`src/rtl/bram_scale_engine.sv`:
```
// bram_scale_engine: AXI-Lite controlled BRAM-to-BRAM scaler y=(x*COEF)>>>SHIFT, define SCALE_SAT_EN for saturation
module bram_scale_engine #(
  parameter int DATA_W      = 32,
  parameter int COEF_W      = 16,
  parameter int DEPTH       = 256,
  parameter int BRAM_ADDR_W = 32,
  parameter int AXI_ADDR_W  = 4
) (
  input  logic                   clk,
  input  logic                   rst_n,
  input  logic [AXI_ADDR_W-1:0]  s_axi_awaddr,
  input  logic                   s_axi_awvalid,
  output logic                   s_axi_awready,
  input  logic [31:0]            s_axi_wdata,
  input  logic [3:0]             s_axi_wstrb,
  input  logic                   s_axi_wvalid,
  output logic                   s_axi_wready,
  output logic [1:0]             s_axi_bresp,
  output logic                   s_axi_bvalid,
  input  logic                   s_axi_bready,
  input  logic [AXI_ADDR_W-1:0]  s_axi_araddr,
  input  logic                   s_axi_arvalid,
  output logic                   s_axi_arready,
  output logic [31:0]            s_axi_rdata,
  output logic [1:0]             s_axi_rresp,
  output logic                   s_axi_rvalid,
  input  logic                   s_axi_rready,
  output logic [BRAM_ADDR_W-1:0] in_bram_addr,
  output logic                   in_bram_en,
  input  logic [DATA_W-1:0]      in_bram_dout,
  output logic [BRAM_ADDR_W-1:0] out_bram_addr,
  output logic [DATA_W-1:0]      out_bram_din,
  output logic [3:0]             out_bram_we,
  output logic                   irq
);
  localparam int PW = DATA_W + COEF_W;
  localparam logic [1:0] S_IDLE = 2'd0, S_RUN = 2'd1, S_DRAIN = 2'd2, S_FIN = 2'd3;
  logic [1:0] state, wsel, rsel;
  logic live, aw_held, w_held, busy, wr_fire, start, sgn, done, sat, v1, v2, unused_ok;
  logic [AXI_ADDR_W-1:0] wa;
  logic [31:0] wd, rd;
  logic [15:0] len_reg, len_r, len_c, idx, a1, a2;
  logic [COEF_W-1:0] coef;
  logic [5:0] shift;
  logic [PW-1:0] x_ext, c_ext, mul, prod, sh;
  logic signed [PW-1:0] sh_s;
  logic [DATA_W-1:0] res;
`ifdef SCALE_SAT_EN
  logic clamp;
`endif
  always_comb begin
    busy = state != S_IDLE;
    wr_fire = aw_held && w_held;
    wsel = wa[3:2];
    rsel = s_axi_araddr[3:2];
    start = wr_fire && wsel == 2'd0 && wd[16] && !busy;
    len_c = wd[15:0] > 16'(DEPTH) ? 16'(DEPTH) : wd[15:0];
    x_ext = sgn ? {{COEF_W{in_bram_dout[DATA_W-1]}}, in_bram_dout} : {{COEF_W{1'b0}}, in_bram_dout};
    c_ext = sgn ? {{DATA_W{coef[COEF_W-1]}}, coef} : {{DATA_W{1'b0}}, coef};
    mul = x_ext * c_ext;
    sh_s = $signed(prod) >>> shift;
    sh = sgn ? $unsigned(sh_s) : prod >> shift;
`ifdef SCALE_SAT_EN
    clamp = sgn ? sh[PW-1:DATA_W-1] != {(PW-DATA_W+1){sh[PW-1]}} : sh[PW-1:DATA_W] != '0;
    res = !clamp ? sh[DATA_W-1:0] : !sgn ? '1 :
          sh[PW-1] ? {1'b1, {(DATA_W-1){1'b0}}} : {1'b0, {(DATA_W-1){1'b1}}};
`else
    res = sh[DATA_W-1:0];
`endif
    rd = rsel == 2'd0 ? {14'd0, sgn, 1'b0, len_reg} : rsel == 2'd1 ? 32'(coef) :
         rsel == 2'd2 ? {26'd0, shift} : {29'd0, sat, done, busy};
  end
  assign s_axi_awready = live && !aw_held && !s_axi_bvalid;
  assign s_axi_wready = live && !w_held && !s_axi_bvalid;
  assign s_axi_arready = live && !s_axi_rvalid;
  assign s_axi_bresp = 2'b00;
  assign s_axi_rresp = 2'b00;
  assign in_bram_en = state == S_RUN;
  assign in_bram_addr = BRAM_ADDR_W'({idx, 2'b00});
  assign irq = done;
  assign unused_ok = ^{s_axi_wstrb, s_axi_awaddr, s_axi_araddr, wa, wd, sh};
  always_ff @(posedge clk) begin
    if (!rst_n) begin
      live <= 1'b0;
      aw_held <= 1'b0;
      w_held <= 1'b0;
      wa <= '0;
      wd <= '0;
      s_axi_bvalid <= 1'b0;
      s_axi_rvalid <= 1'b0;
      s_axi_rdata <= '0;
      len_reg <= '0;
      sgn <= 1'b0;
      coef <= '0;
      shift <= '0;
    end else begin
      live <= 1'b1;
      if (s_axi_awvalid && s_axi_awready) begin
        aw_held <= 1'b1;
        wa <= s_axi_awaddr;
      end
      if (s_axi_wvalid && s_axi_wready) begin
        w_held <= 1'b1;
        wd <= s_axi_wdata;
      end
      if (wr_fire) begin
        aw_held <= 1'b0;
        w_held <= 1'b0;
        s_axi_bvalid <= 1'b1;
      end else if (s_axi_bready) s_axi_bvalid <= 1'b0;
      if (wr_fire && !busy && wsel == 2'd0) begin
        len_reg <= wd[15:0];
        sgn <= wd[17];
      end
      if (wr_fire && !busy && wsel == 2'd1) coef <= wd[COEF_W-1:0];
      if (wr_fire && !busy && wsel == 2'd2) shift <= wd[5:0];
      if (s_axi_arvalid && s_axi_arready) begin
        s_axi_rvalid <= 1'b1;
        s_axi_rdata <= rd;
      end else if (s_axi_rready) s_axi_rvalid <= 1'b0;
    end
  end
  // v1/v2 track which pipeline stages hold a live word; DRAIN ends once both are empty
  always_ff @(posedge clk) begin
    if (!rst_n) begin
      state <= S_IDLE;
      idx <= '0;
      len_r <= '0;
      done <= 1'b0;
      v1 <= 1'b0;
      v2 <= 1'b0;
      a1 <= '0;
      a2 <= '0;
      prod <= '0;
      out_bram_we <= 4'h0;
      out_bram_addr <= '0;
      out_bram_din <= '0;
    end else begin
      if (start) begin
        idx <= '0;
        len_r <= len_c;
        state <= len_c == '0 ? S_FIN : S_RUN;
      end else if (state == S_RUN) begin
        idx <= idx + 16'd1;
        if (idx == len_r - 16'd1) state <= S_DRAIN;
      end else if (state == S_DRAIN) begin
        if (!v1 && !v2) state <= S_FIN;
      end else if (state == S_FIN) state <= S_IDLE;
      done <= start ? 1'b0 : state == S_FIN ? 1'b1 : (wr_fire && wsel == 2'd3 && wd[1]) ? 1'b0 : done;
      v1 <= in_bram_en;
      v2 <= v1;
      a1 <= idx;
      a2 <= a1;
      prod <= mul;
      out_bram_we <= v2 ? 4'hF : 4'h0;
      if (v2) begin
        out_bram_addr <= BRAM_ADDR_W'({a2, 2'b00});
        out_bram_din <= res;
      end
    end
  end
`ifdef SCALE_SAT_EN
  always_ff @(posedge clk) begin
    if (!rst_n) sat <= 1'b0;
    else sat <= (v2 && clamp) ? 1'b1 : (wr_fire && wsel == 2'd3 && wd[2]) ? 1'b0 : sat;
  end
`else
  assign sat = 1'b0;
`endif
endmodule
```
`config.mk`:
```
export PLATFORM = sky130hd
export DESIGN_NAME = bram_scale_engine
export DESIGN_NICKNAME = d
export VERILOG_FILES = /design/src/rtl/bram_scale_engine.sv
export SDC_FILE = /design/constraint.sdc
export NUM_CORES = 2
export LEC_CHECK = 0
export BUFFER_PORTS_ARGS = -buffer_cell sky130_fd_sc_hd__clkbuf_2
export CORE_ASPECT_RATIO = 0.9
export CORE_MARGIN = 2
export CORE_UTILIZATION = 58
export DETAILED_ROUTE_END_ITERATION = 6
export PLACE_DENSITY = 0.86
export SETUP_SLACK_MARGIN = 0.05
export SLEW_MARGIN = 20
export SYNTH_ARGS = -nofsm -noshare
export SYNTH_HDL_FRONTEND = slang
export SYNTH_SLANG_ARGS = --single-unit
export TNS_END_PERCENT = 5
```
`constraint.sdc`:
```
create_clock -name clk -period 8.6 [get_ports clk]
set_input_delay 1.29 -clock clk [delete_from_list [all_inputs] [get_ports clk]]
set_output_delay 1.29 -clock clk [all_outputs]
set_load 0.05 [all_outputs]
```
# After elaboration in Yosys (flattened, before gate mapping)
# Cells that the tools add are included.
[classes]
n_lt_le_gt_ge = 1
add_sub_neg = 2
n_shift = 2
muxes = 22
bitwise = 1
n_mul = 1
n_eq_ne = 11
reduce_logical = 37
[op_table]
columns = ["cell", "n"]
rows = [
  ["two-way mux 48 bit", 2],
  ["multiplier 48 x 48 -> 48 bit", 1],
  [">> shifter 48 x 6 -> 32 bit", 1],
  [">>> shifter 48 x 6 -> 32 bit", 1],
  ["two-way mux 16 bit", 2],
  ["two-way mux 32 bit", 1],
  ["logical AND 1 bit", 19],
  ["two-way mux 18 bit", 1],
  ["adder 16 x 1 -> 16 bit (second input constant)", 1],
  ["== test 16 bit", 1],
  ["greater-than comparator 16 x 9 -> 1 bit (second input constant)", 1],
  ["logical NOT 16 bit", 1],
  ["subtractor 16 x 1 -> 16 bit (second input constant)", 1],
  ["two-way mux 2 bit", 7],
  ["== test 2 bit (second input constant)", 5],
  ["nonzero test 2 bit", 4],
  ["logical NOT 1 bit", 7],
  ["two-way mux 1 bit", 7],
  ["== test 2 x 1 -> 1 bit (second input constant)", 3],
  ["two-way mux 6 bit", 1],
  ["logical NOT 2 bit", 2],
  ["two-way mux 4 bit", 1],
  ["inequality test 4 x 3 -> 1 bit (second input constant)", 1],
  ["nonzero test 4 bit", 1],
  ["other kinds (4)", 5],
]
[totals]
out_inout_bits = 143
inputBits = 83
regBits = 267
word_cells = 101

# Depth between registers and ports, before layout
[depth]
ltp_word = 6
ltp_mapped = 34
depth_no_buf = 31

# Worst setup path before layout
# Ideal clock, no wire load.
[synth_path]
path_type = "input to register"
from = "in in_bram_dout[11]"
to = "reg prod[44]"
setup_ps = 72
arrival_time_ps = 8490
cell_stages = 31
required_ps = 8528
slack_ps = 39
path_buffers = 3
path_cell_list = "clkbuf_1 > clkbuf_1 > and2_1 > fa_1 > inv_1 > fa_1 > inv_1 > fa_1 > fa_1 > inv_1 > fa_1 > inv_1 > fa_1 > inv_1 > fa_1 > inv_1 > fa_1 > inv_1 > fa_1 > inv_1 > ha_1 > clkbuf_1 > a21o_1 > a211oi_1 > or2_2 > o21ai_0 > a31oi_1 > o21a_1 > o21ai_0 > a41oi_1 > mux2i_1"
[synth_between]
elab_chain_cells = 2
[synth_rtl]
columns = ["item", "line_no", "text"]
rows = [
  ["start, declared", "30", "input logic [DATA_W-1:0] in_bram_dout,"],
  ["two-way mux 48 bit", "58", "x_ext = sgn ? {{COEF_W{in_bram_dout[DATA_W-1]}}, in_bram_dout} : {{COEF_W{1'b0}}, in_bram_dout};"],
  ["multiplier 48 x 48 -> 48 bit", "60", "mul = x_ext * c_ext;"],
  ["end signal, assigned", "154", "prod <= mul;"],
  ["end, declared", "45", "logic [PW-1:0] x_ext, c_ext, mul, prod, sh;"],
]
# No other way between the ends.
# A chain may end at the register's enable or synchronous reset.

# Worst setup path in the final report
[layout_path]
from = "in in_bram_dout[17]"
to = "reg prod[47]"
# Same word-level chain as after synthesis.

==> load_flow_metrics.sql <==
INSERT INTO impl_metrics (metric_group, metric, value, unit) VALUES
('yosys', 'synth-edff-count', '0', ''),
('finish', 'mostFrequentLayoutCells', 'sky130_fd_sc_hd__inv_1, sky130_fd_sc_hd__fa_1, sky130_fd_sc_hd__and2_1, sky130_fd_sc_hd__nand2_1, sky130_fd_sc_hd__dfxtp_1', ''),
('global_routing', 'number_of_antenna_violations_at_the_first_check_in_global_routing', '5', ''),
('yosys', 'synth_cells', '4343', ''),
('setup_path', 'critical_path_arrival', '8.73', 'ns'),
('sta', 'fin_worst_skew', '0.0113', 'ns'),
('sta', 'setup_viol_count_final', '0', ''),
('finish', 'layout-drive-gt1-share', '0.100', ''),
('power_and_ir_drop', 'intPower', '1.87', 'mW'),
('clock_tree', 'numClockSinks', '247', ''),
('sta', 'timing.slew.headroom', '0.309', ''),
('die', 'i_o_pin_count', '226', ''),
('run_status', 'outcome', 'complete, no violations', ''),
('sta', 'final_critical_path_setup_slack', '0.301', 'ns'),
('detailed_routing', 'via_per_inst', '5.63', ''),
('sta', 'fmaxAchievable', '0.121', 'GHz'),
('placed_design', 'pre_cts_slack', '-0.151', 'ns'),
('yosys', 'ys_dominant_reg_cell', 'sky130_fd_sc_hd__dfxtp_1', ''),
('sta', 'timing.final.hold_violations', '0', ''),
('yosys', 'synth.yosys.warnings', '0', ''),
('power_and_ir_drop', 'share_clk_of_total_power', '0.441', ''),
('detailed_routing', 'dr_iter_0_viols', '2524', ''),
('global_routing', 'global_route_wire_length_before_repair', '171000', 'µm'),
('clock_tree', 'numCtsBuffers', '23', ''),
('yosys', 'fraction_of_registers_with_async_set_reset', '0', ''),
('finish', 'final_nets', '5577', ''),
('finish', 'final-seq-area', '0.00495', 'mm²'),
('clock_tree', 'cts.root.buffer_cell', 'sky130_fd_sc_hd__clkbuf_16', ''),
('global_routing', 'gr-total-overflow', '0', ''),
('clock_tree', 'cts.hold.buffers_added', '0', ''),
('setup_path', 'cp.required', '9.03', 'ns'),
('sta', 'setup_total_negative_slack', '0', 'ns'),
('clock_tree', 'clock_latency', '0.55', 'ns'),
('clock_tree', 'clkSlewWorstSetupHoldPaths', '0.07', 'ns'),
('power_and_ir_drop', 'switching_power', '0.696', 'mW'),
('finish', 'multi_input_logic_area', '0.0305', 'mm²'),
('yosys', 'yosys_register_bits', '247', ''),
('setup_path', 'worstRegToRegCells', '26', ''),
('finish', 'largest_register_ffs', '48', ''),
('finish', 'area.growth.synth_to_final', '7.81', '%'),
('setup_path', 'path_class', 'input pin to flop', ''),
('setup_path', 'setup.worst_path.end_class', 'flop', ''),
('die', 'initial_core_util', '0.583', ''),
('placed_design', 'place.port_buffers', '152', ''),
('setup_path', 'startpoint_type', 'input pin', ''),
('detailed_routing', 'vias', '30400', ''),
('clock_tree', 'cts_max_path_buffers', '3', ''),
('power_and_ir_drop', 'comb_power_share', '0.102', ''),
('detailed_routing', 'route.detailed.wl_per_inst', '19.4', 'µm'),
('die', 'placeableCoreArea', '0.0683', 'mm²'),
('detailed_routing', 'drt_wl_total', '105000', 'µm'),
('sta', 'timing_worst_slew_pin_value', '1.03', 'ns'),
('yosys', 'synth_cell_types', '71', ''),
('power_and_ir_drop', 'power.share.switching', '0.272', ''),
('placed_design', 'hpwlAfterDp', '87200', 'µm'),
('sta', 'grt_setup_unrepaired', 'true', ''),
('die', 'std_cell_rows', '91', ''),
('worst_hold_path', 'hold_removal_path_class', 'flop to flop', ''),
('finish', 'fin_util', '0.629', ''),
('finish', 'regMostFlops', 'prod', ''),
('sta', 'report.final.slew_viol_count', '0', ''),
('sta', 'finalWorstPathRequiredPeriod', '8.30', 'ns'),
('yosys', 'netlist_area', '0.0399', 'mm²'),
('power_and_ir_drop', 'worst_ir_drop_vdd', '0.149', 'mV'),
('die', 'die-height', '253', 'µm'),
('power_and_ir_drop', 'power_per_cell_area', '59.6', 'mW/mm²'),
('die', 'fp.dieArea', '0.0708', 'mm²'),
('finish', 'layout.cells.most_common', 'sky130_fd_sc_hd__inv_1', ''),
('power_and_ir_drop', 'cellLeakagePower', '21.5', 'nW'),
('die', 'die_width', '280', 'µm'),
('clock_tree', 'tritoncts', 'yes', '');
## routing by layer
layer / routed length [µm] / GRT usage / vias to the layer above
met5: 14 / 0 / -
met4: 4960 / 0.131 / 2
met3: 7930 / 0.0483 / 335
met2: 51100 / 0.515 / 1311
met1: 40800 / 0.396 / 15300
li1: - / - / 13400
## synthesized netlist by cell type (3+ instances only)
cell type                    n  share of area
sky130_fd_sc_hd__and3_1     45         0.0071
sky130_fd_sc_hd__buf_1      14         0.0013
sky130_fd_sc_hd__a211oi_1   23         0.0043
sky130_fd_sc_hd__nor3_1     31         0.0039
sky130_fd_sc_hd__or2_2       7         0.0011
sky130_fd_sc_hd__xnor2_1    86          0.019
sky130_fd_sc_hd__inv_1     887          0.084
sky130_fd_sc_hd__xor2_1     42         0.0092
sky130_fd_sc_hd__nor2_1    203          0.019
sky130_fd_sc_hd__dfxtp_1   247           0.12
sky130_fd_sc_hd__a31oi_1    24         0.0038
sky130_fd_sc_hd__nand4_1    17         0.0027
sky130_fd_sc_hd__clkbuf_1  198          0.019
sky130_fd_sc_hd__buf_2       5        0.00063
sky130_fd_sc_hd__ha_1      223          0.070
sky130_fd_sc_hd__a21oi_1   158          0.020
sky130_fd_sc_hd__nand2_1   416          0.039
sky130_fd_sc_hd__a21o_1     43         0.0081
sky130_fd_sc_hd__fa_1      786           0.39
sky130_fd_sc_hd__a22oi_1     3        0.00056
sky130_fd_sc_hd__a22o_1     11         0.0024
sky130_fd_sc_hd__mux2_2      7         0.0020
sky130_fd_sc_hd__nand2b_1   25         0.0039
sky130_fd_sc_hd__o211ai_1   14         0.0026
sky130_fd_sc_hd__a221oi_1    4        0.00088
sky130_fd_sc_hd__a41oi_1     3        0.00066
sky130_fd_sc_hd__a32o_1      4         0.0010
sky130_fd_sc_hd__nor4_1      7         0.0011
sky130_fd_sc_hd__mux4_2     38          0.021
sky130_fd_sc_hd__nand3_1    27         0.0034
sky130_fd_sc_hd__nor3b_1     4        0.00075
sky130_fd_sc_hd__buf_4      54          0.010
sky130_fd_sc_hd__o221ai_1    8         0.0018
sky130_fd_sc_hd__nand3b_1    4        0.00075
sky130_fd_sc_hd__or3_1       3        0.00047
sky130_fd_sc_hd__nor2b_1    14         0.0022
sky130_fd_sc_hd__mux2i_1   101          0.025
sky130_fd_sc_hd__o31ai_1     8         0.0015
sky130_fd_sc_hd__o21bai_1    4        0.00075
sky130_fd_sc_hd__o21ai_0    77         0.0097
sky130_fd_sc_hd__and2_1    426          0.067
sky130_fd_sc_hd__o21a_1      6         0.0011
## power groups by stage
| stage | logic [mW] | clock network, mW | registers, mW |
|---|---|---|---|
| floorplan | 0.172 | 0 | 1.20 |
| global placement | 0.249 | 0 | 1.20 |
| detailed placement | 0.254 | 0 | 1.20 |
| CTS | 0.255 | 1.13 | 1.17 |
| global route | 0.274 | 1.18 | 1.17 |
| finish | 0.261 | 1.13 | 1.17 |
## repair_timing
item	CTS	global route
setup endpoints to repair	0	7
gates resized for setup	0	3
setup buffers	0	0
## area by class of cell
type / instances / area share
Antenna cell: 5 / 0.000291
Clock buffer: 29 / 0.0146
Clock inverter: 13 / 0.00472
Inverter: 889 / 0.0777
Multi-Input combinational cell: 2985 / 0.711
Sequential cell: 247 / 0.115
Tap cell: 883 / 0.0257
Timing Repair Buffer: 339 / 0.0510
## through the flow
stage	hold WS, ns	area [µm²]	power [mW]	std cells
6_report	0.435	43000	2.56	5390
5_1_grt	0.442	43000	2.62	5389
4_1_cts	0.436	43000	2.56	5385
3_5_place_dp	0.418	42100	1.45	5343
3_3_place_gp	0.414	42100	1.44	5343
2_1_floorplan	0.412	40100	1.37	4393
## critical path, stage by stage
cell and delay (ns):
sky130_fd_sc_hd__clkbuf_2 0.27, sky130_fd_sc_hd__nand2_1 0.29, sky130_fd_sc_hd__fa_1 0.65, sky130_fd_sc_hd__inv_1 0.09
sky130_fd_sc_hd__fa_1 0.56, sky130_fd_sc_hd__inv_1 0.07, sky130_fd_sc_hd__fa_1 0.50, sky130_fd_sc_hd__fa_1 0.50
sky130_fd_sc_hd__inv_1 0.05, sky130_fd_sc_hd__fa_1 0.48, sky130_fd_sc_hd__fa_1 0.61, sky130_fd_sc_hd__fa_1 0.44
sky130_fd_sc_hd__fa_1 0.51, sky130_fd_sc_hd__inv_1 0.06, sky130_fd_sc_hd__fa_1 0.47, sky130_fd_sc_hd__inv_1 0.04
sky130_fd_sc_hd__ha_1 0.30, sky130_fd_sc_hd__a21oi_1 0.22, sky130_fd_sc_hd__nor2b_1 0.07, sky130_fd_sc_hd__o21ai_0 0.24
sky130_fd_sc_hd__a21oi_1 0.16, sky130_fd_sc_hd__a21o_1 0.19, sky130_fd_sc_hd__a2111oi_0 0.38, sky130_fd_sc_hd__a21oi_1 0.13
sky130_fd_sc_hd__mux2i_1 0.14
## logic make-up after synthesis
family / after synthesis / synth area share
AOI/OAI and AO/OA: 410 / 0.0635
buffers and inverters: 1161 / 0.115
and+or+nand+nor: 1238 / 0.155
muxes: 147 / 0.0492
DFF: 247 / 0.124
xor gates and xnor gates: 128 / 0.0281
other: 1 / 0.0000941
adders and majority gates: 1011 / 0.465
## path summary, 6_finish.rpt
path,start,to
worst min register to register,a1[15],a2[15]
worst max-delay path,in_bram_dout[17],prod[47]
worst max register to register,sgn,prod[47]
worst min-delay path,a1[15],a2[15]
Power figures use the tool's default switching activity.
